$ cat config.mk
export PLATFORM = sky130hd
export DESIGN_NAME = neuron_accumulator
export DESIGN_NICKNAME = d
export VERILOG_FILES = /design/src/rtl/neuron_accumulator_pkg.sv /design/src/rtl/q16_mul_sat.sv /design/src/rtl/sat_add32.sv /design/src/rtl/neuron_accumulator.sv
export SDC_FILE = /design/constraint.sdc
export NUM_CORES = 2
export LEC_CHECK = 0
export ABC_AREA = 1
export CORE_UTILIZATION = 40
export DETAILED_ROUTE_END_ITERATION = 8
export SYNTH_ARGS = -nofsm -noshare
export SYNTH_HDL_FRONTEND = slang
export SYNTH_SLANG_ARGS = --single-unit
$ cat constraint.sdc
create_clock -name clk -period 4.2 [get_ports clk]
set_clock_uncertainty 0.15 [all_clocks]
set_input_delay 0.63 -clock clk [delete_from_list [all_inputs] [get_ports clk]]
set_output_delay 0.63 -clock clk [all_outputs]
set_load 0.01 [all_outputs]
$ cat src/rtl/neuron_accumulator_pkg.sv
// Shared Q16.16 constants and the accumulator FSM state type.
package neuron_accumulator_pkg;

  localparam int unsigned FRAC_W = 16;
  localparam logic [31:0] Q_ONE  = 32'h0001_0000;
  localparam logic [31:0] Q_MAX  = 32'h7FFF_FFFF;
  localparam logic [31:0] Q_MIN  = 32'h8000_0000;

  typedef enum logic [1:0] {
    IDLE,
    ACCUM,
    DRAIN,
    DONE
  } state_t;

endpackage

$ cat src/rtl/q16_mul_sat.sv
// Q16.16 signed saturating multiplier (truncating), used unchanged by the accumulator.
module q16_mul_sat
  import neuron_accumulator_pkg::*;
(
  input  logic [31:0] i_a,
  input  logic [31:0] i_b,
  output logic [31:0] o_p
);

  logic signed [63:0] w_full;
  logic signed [63:0] w_shift;

  assign w_full  = {{32{i_a[31]}}, i_a} * {{32{i_b[31]}}, i_b};
  assign w_shift = w_full >>> FRAC_W;

  always_comb begin
    if ((w_shift[63:31] == '0) || (w_shift[63:31] == '1)) begin
      o_p = w_shift[31:0];
    end else if (w_shift[63]) begin
      o_p = Q_MIN;
    end else begin
      o_p = Q_MAX;
    end
  end

endmodule

$ cat src/rtl/sat_add32.sv
// Combinational 32-bit signed saturating adder; reusable by later layer blocks.
module sat_add32
  import neuron_accumulator_pkg::*;
(
  input  logic [31:0] i_a,
  input  logic [31:0] i_b,
  output logic [31:0] o_sum,
  output logic        o_clipped
);

  logic [32:0] w_sum;

  assign w_sum = {i_a[31], i_a} + {i_b[31], i_b};

  // Overflow shows up as disagreement between the guard bit and the sign bit.
  always_comb begin
    o_clipped = w_sum[32] ^ w_sum[31];
    if (!o_clipped) begin
      o_sum = w_sum[31:0];
    end else if (w_sum[32]) begin
      o_sum = Q_MIN;
    end else begin
      o_sum = Q_MAX;
    end
  end

endmodule

$ cat src/rtl/neuron_accumulator.sv
// Streams N_INPUTS x/w pairs through a saturating multiply-accumulate onto a bias.
// Optional: define NEURON_RELU_EN to apply ReLU to the presented result.
module neuron_accumulator
  import neuron_accumulator_pkg::*;
#(
  parameter int unsigned DATA_W   = 32,
  parameter int unsigned N_INPUTS = 784,
  parameter int unsigned CNT_W    = 10
) (
  input  logic              clk,
  input  logic              rst_n,
  input  logic              start,
  input  logic [DATA_W-1:0] bias,
  input  logic              in_valid,
  output logic              in_ready,
  input  logic [DATA_W-1:0] x,
  input  logic [DATA_W-1:0] w,
  output logic              out_valid,
  input  logic              out_ready,
  output logic [DATA_W-1:0] result,
  output logic              sat,
  output logic              busy
);

  state_t            r_state;
  state_t            w_state_nxt;
  logic [CNT_W-1:0]  r_cnt;
  logic [DATA_W-1:0] r_acc;
  logic [DATA_W-1:0] r_prod_q;
  logic              r_prod_v;
  logic              r_sat;

  logic              w_hs;
  logic              w_last;
  logic              w_start_acc;
  logic [DATA_W-1:0] w_prod;
  logic [DATA_W-1:0] w_sum;
  logic              w_clip;

  // Handshake is derived from the state directly so it does not loop through in_ready.
  assign w_hs        = in_valid && (r_state == ACCUM);
  assign w_last      = w_hs && (r_cnt == CNT_W'(N_INPUTS - 1));
  assign w_start_acc = start && (r_state == IDLE);

  q16_mul_sat u_mul (
    .i_a (x),
    .i_b (w),
    .o_p (w_prod)
  );

  sat_add32 u_add (
    .i_a       (r_acc),
    .i_b       (r_prod_q),
    .o_sum     (w_sum),
    .o_clipped (w_clip)
  );

  always_ff @(posedge clk or negedge rst_n) begin
    if (!rst_n) begin
      r_state <= IDLE;
    end else begin
      r_state <= w_state_nxt;
    end
  end

  always_comb begin
    w_state_nxt = r_state;
    in_ready    = 1'b0;
    out_valid   = 1'b0;
    busy        = (r_state != IDLE);
    case (r_state)
      IDLE: begin
        if (start) w_state_nxt = ACCUM;
      end
      ACCUM: begin
        in_ready = 1'b1;
        if (w_last) w_state_nxt = DRAIN;
      end
      DRAIN: begin
        if (!r_prod_v) w_state_nxt = DONE;
      end
      DONE: begin
        out_valid = 1'b1;
        if (out_ready) w_state_nxt = IDLE;
      end
      default: w_state_nxt = IDLE;
    endcase
  end

  always_ff @(posedge clk or negedge rst_n) begin
    if (!rst_n) begin
      r_prod_q <= '0;
      r_prod_v <= 1'b0;
      r_cnt    <= '0;
    end else begin
      r_prod_v <= w_hs;
      if (w_hs) r_prod_q <= w_prod;
      if (w_start_acc) begin
        r_cnt <= '0;
      end else if (w_hs) begin
        r_cnt <= r_cnt + 1'b1;
      end
    end
  end

  always_ff @(posedge clk or negedge rst_n) begin
    if (!rst_n) begin
      r_acc <= '0;
      r_sat <= 1'b0;
    end else if (w_start_acc) begin
      r_acc <= bias;
      r_sat <= 1'b0;
    end else if (r_prod_v) begin
      r_acc <= w_sum;
      if (w_clip) r_sat <= 1'b1;
    end
  end

  assign sat = r_sat;

`ifdef NEURON_RELU_EN
  assign result = r_acc[DATA_W-1] ? '0 : r_acc;
`else
  assign result = r_acc;
`endif

endmodule

Yosys cells after proc, flatten, opt, wreduce, memory -nomap -nowiden --
Cells that the tools add are included.
Cells by class: add/subtract/negate cells 2, multipliers 1, equality and inequality tests 9, muxes and demuxes 18, bitwise logic cells 1, reduce and logical (&&, ||, !) cells 12
Operators by type and width (count):
- 32-bit two-way mux | 6
- 32-bit by 32-bit multiplier with 64-bit output | 1
- 32-bit by 32-bit adder with 33-bit output | 1
- 33-bit equality test (second input constant) | 1
- 33-bit logical NOT | 1
- 10-bit two-way mux | 2
- 10-bit by 1-bit adder with 10-bit output (second input constant) | 1
- 10-bit equality test (second input constant) | 1
- 2-bit two-way mux | 4
- 2-bit != test (second input constant) | 4
- 2-bit one-hot mux with 4 select lines | 1
- 2-bit nonzero test | 4
- 1-bit two-way mux | 5
- 2-bit equality test (second input constant) | 2
- 4-bit AND reduction | 1
- 1-bit logical AND | 3
- 2-bit by 1-bit equality test with 1-bit output (second input constant) | 1
- 2-bit logical NOT | 1
- 2-bit AND reduction | 1
- 1-bit logical OR | 1
- 1-bit XOR | 1
Word-level totals: flip-flop bits (word level) 78, bits of input ports 101, output and inout bits 36, word-level logic and storage cells 49

Depth between registers and ports, before layout --
depth in word-level cells 5, gate-level depth with buffers 38, mapped depth without buffers 36

Cells and area by module --
From an unflattened synthesis, not the netlist that was laid out.
Unflattened totals: cells, all modules 5924, area, all modules 44971.9 um^2
By module, submodules not included:
- q16_mul_sat | instances 1, cells each 5012, area each 38754.7 um^2, seq. area each 0.0 um^2
- neuron_accumulator | instances 1, cells each 420, area each 3671.0 um^2, seq. area each 1951.9 um^2
- sat_add32 | instances 1, cells each 492, area each 2546.2 um^2, seq. area each 0.0 um^2

Worst setup path after synthesis --
Ideal clock, no wire load.
kind input -> register, from in x[31], to reg r_prod_q[5], library setup time 121 ps, arrival time 8132 ps, setup slack -4202 ps, cell stages on the path 32, path through clkbuf_1 -> nand2_1 -> inv_1 -> fa_1 -> fa_1 -> fa_1 -> inv_1 -> fa_1 -> inv_1 -> fa_1 -> fa_1 -> inv_1 -> fa_1 -> fa_1 -> inv_1 -> ha_1 -> nand2_1 -> nor2_1 -> inv_1 -> nor2_1 -> inv_1 -> nor4_2 -> nand2_1 -> nand2_1 -> nand2_1 -> nand2_1 -> nand3_1 -> nor2_2 -> nand2_2 -> a21oi_4 -> buf_6 -> a21oi_2
Between the ends: longest elaborated chain between the ends 4, elaborated cells on any way between the ends 6, classes of those cells mul (1); eq/ne (1); mux (2); reduce/logical (2)
Ends and longest elaborated chain:
- start: declaration | line neuron_accumulator.sv:16 | input logic [DATA_W-1:0] x,
- 32-bit by 32-bit multiplier with 64-bit output (*) | line q16_mul_sat.sv:13 | assign w_full = {{32{i_a[31]}}, i_a} * {{32{i_b[31]}}, i_b};
- 33-bit equality test or 33-bit logical NOT (tied branches) | line q16_mul_sat.sv:17 | if ((w_shift[63:31] == '0) || (w_shift[63:31] == '1)) begin
- 1-bit logical OR | line q16_mul_sat.sv:17
- 32-bit two-way mux (*) | line q16_mul_sat.sv:17
- end signal: assignment | line neuron_accumulator.sv:97 | if (w_hs) r_prod_q <= w_prod;
- end: declaration | line neuron_accumulator.sv:29 | logic [DATA_W-1:0] r_prod_q;
Mark *: on every way between the ends. The rest lies on a longest branch, timed or not. A chain may end at the register's enable or synchronous reset.

Worst setup path in the final report --
from in x[31], to reg r_prod_q[26]
The elaborated chain is that of the path after synthesis.

==> impl_metrics.env <==
export IMPL_rsz0062_at_grt="yes"
export IMPL_worst_pin_slew_ns=1.01
export IMPL_die_x_um=333
export IMPL_vias=36900
export IMPL_routed_wl_um=143000
export IMPL_antenna_left=0
export IMPL_grt_start_max_net_pins=79
export IMPL_drive_above_1_share_pct=18.8
export IMPL_wl_per_cell_um=18.9
export IMPL_outcome="finished, violations left"
export IMPL_pre_cts_ws_ns=-4.67
export IMPL_clockBufferDepth=2
export IMPL_finalHoldViolCount=0
export IMPL_grt_pass1_vias=40000
export IMPL_place_congestion=0.935
export IMPL_final_fill_count=10100
export IMPL_failed_checks="negative setup slack"
export IMPL_gr_usage_met3_pct=3.50
export IMPL_fmax_ghz=0.124
export IMPL_numPortBuffers=136
export IMPL_worst_path_max_delay_cell="fa_1"
export IMPL_cts_tree="yes"
export IMPL_cts_hold_buf=0
export IMPL_area_delta_synth_final_pct=26.5
export IMPL_finalCritPeriodShare_pct=191
export IMPL_viasPerCell=4.86
export IMPL_root_buffer="clkbuf_16"
export IMPL_reg2reg_depth=21
export IMPL_grt_use_met1_pct=35.1
export IMPL_multi_input_area_um2=36500
export IMPL_synth_seq_cells=78
export IMPL_numClockSinks=78
export IMPL_fin_hold_ws_ns=0.276
export IMPL_antenna_found_initial=2
export IMPL_crit_path_start_kind="input port"
export IMPL_die_area_um2=111000
export IMPL_syn_area_um2=43700
export IMPL_post_route_drc_count=0
export IMPL_grt_pass1_wl_um=227000
export IMPL_path_delay_family="adder cells"
export IMPL_slowest_delay_ns=0.58
export IMPL_met2_usage_pct=45.4
export IMPL_ios=137
export IMPL_cp_num_buf_inv=12
export IMPL_synth_distinct_cells=49
export IMPL_synth_warnings=0
export IMPL_seq_area_frac_synth_pct=4.47
export IMPL_layout_cells_most_common="inv_1"
export IMPL_coreArea_um2=108000
export IMPL_crit_fanout=8
export IMPL_crit_top_cell="fa_1"
export IMPL_place_hpwl_um=111000
export IMPL_top_usage_layer="met2"
export IMPL_slew_viol_final=0
export IMPL_cts_max_level=3
export IMPL_die_y_um=333
export IMPL_fin_nets=7584
export IMPL_drv_cap=0
export IMPL_cts_buffers=9
export IMPL_num_rows=120
export IMPL_setup_violations=32
export IMPL_path_depth=36
export IMPL_dr_pass1_iters=6
export IMPL_cp_required_ns=4.27
export IMPL_crit_type="input port to flip-flop"
export IMPL_syn_nets=7007
export IMPL_min_period_ns=8.04
export IMPL_grt_ovfl_total=0
export IMPL_synth_cells=5606
export IMPL_setup_slack_ns=-3.84
export IMPL_cp_arrival_ns=8.12
export IMPL_final_cell_mix="inv_1, nand2_1, fa_1"
export IMPL_path_clk_slew_ns=0.07
export IMPL_clock_latency_ns=0.35
export IMPL_drt_initial_drc_count=2576
export IMPL_slew_headroom_pct=32.6
export IMPL_end_kind="flip-flop"
export IMPL_postSynthAreaPerCell_um2=7.80
export IMPL_final_core_util_pct=51.4
export IMPL_grtUsageTotal_pct=26.6
export IMPL_seqCellArea_um2=1950
export IMPL_initial_utilization_pct=40.6
export IMPL_hp_class="input port to async pin"
[flip-flops by register name (all words and copies together), names as in the netlist]
name	count
r_state	2
r_prod_v	1
r_cnt	10
sat	1
r_prod_q	32
result	32
[cells in the mapped netlist, drive strengths merged]
cell type	n	area share, %
o211ai	1	0.029
nand3	134	1.5
a31o	1	0.020
nor3	19	0.23
a31oi	2	0.029
clkinv	2	0.017
clkbuf	202	1.8
nand3b	3	0.052
nor2	211	1.9
buf	17	0.33
dfrtp	78	4.5
and3	7	0.10
o22ai	1	0.014
ha	218	6.2
a211oi	3	0.052
nand2b	1	0.014
inv	1637	14
a21o	10	0.17
o21ai	57	0.65
fa	1082	50
xnor2	32	0.68
xor2	45	0.90
or2	35	0.50
dlygate4sd3	1	0.023
nand4	5	0.072
a21oi	159	2.1
o21bai	16	0.27
nand2	1608	14
nor4	9	0.17
and2	3	0.043
o41ai	1	0.020
o21a	3	0.052
o31ai	3	0.052
[timing repair]
item                       in CTS  in global routing
resized for setup             416                251
gates cloned                   45                  6
buffers inserted               91                 21
hold endpoints to repair        0                  0
setup endpoints to repair      32                 32
pin swaps                     125                163
[final cells by class]
class,count,area share (%)
Clock buffer,10,0.432
Inverter,1639,11.1
Sequential cell,78,3.53
Multi-Input combinational cell,3669,66.0
Timing Repair Buffer,786,15.5
Antenna cell,1,0.00453
Clock inverter,6,0.208
Tap cell,1403,3.17
[logic make-up after synthesis]
kind of cell / Yosys count / synth area share [%]
simple gates: 2035 / 18.4
buf+inv: 1859 / 16.2
fa+ha+maj: 1300 / 55.8
compound gates: 257 / 3.50
flops: 78 / 4.47
xor+xnor: 77 / 1.59
[worst paths after layout]
| path | startpoint | to | slack [ns] |
|---|---|---|---|
| min in group clk | r_prod_q[31] | r_prod_q[31] | 0.35 |
| hold reg to reg | r_prod_q[31] | r_prod_q[31] | 0.35 |
| max in group asynchronous | rst_n | r_prod_q[13] | 2.93 |
| setup reg to reg | r_prod_q[0] | result[29] | 0.77 |
| setup / recovery | x[31] | r_prod_q[26] | -3.84 |
| hold / removal | rst_n | result[16] | 0.28 |
[stage by stage]
stage               instances  setup TNS (ns)  cell area [um2]
floorplan                5606         -120.59            44000
global placement         7417         -145.98            50800
detailed placement       7417         -148.49            50800
CTS                      7569         -120.47            54500
global route             7591         -130.13            55300
finish                   7592         -121.83            55300
[metal layers]
metal | vias up | routed length [um]
li1 | 16900 | -
met1 | 18600 | 58900
met2 | 1190 | 68900
met3 | 251 | 10100
met4 | 0 | 5270
met5 | - | 0
Power is left out: the tool's default activity adds up to more than one toggle a clock period on the data nets, which glitch-free logic cannot reach.
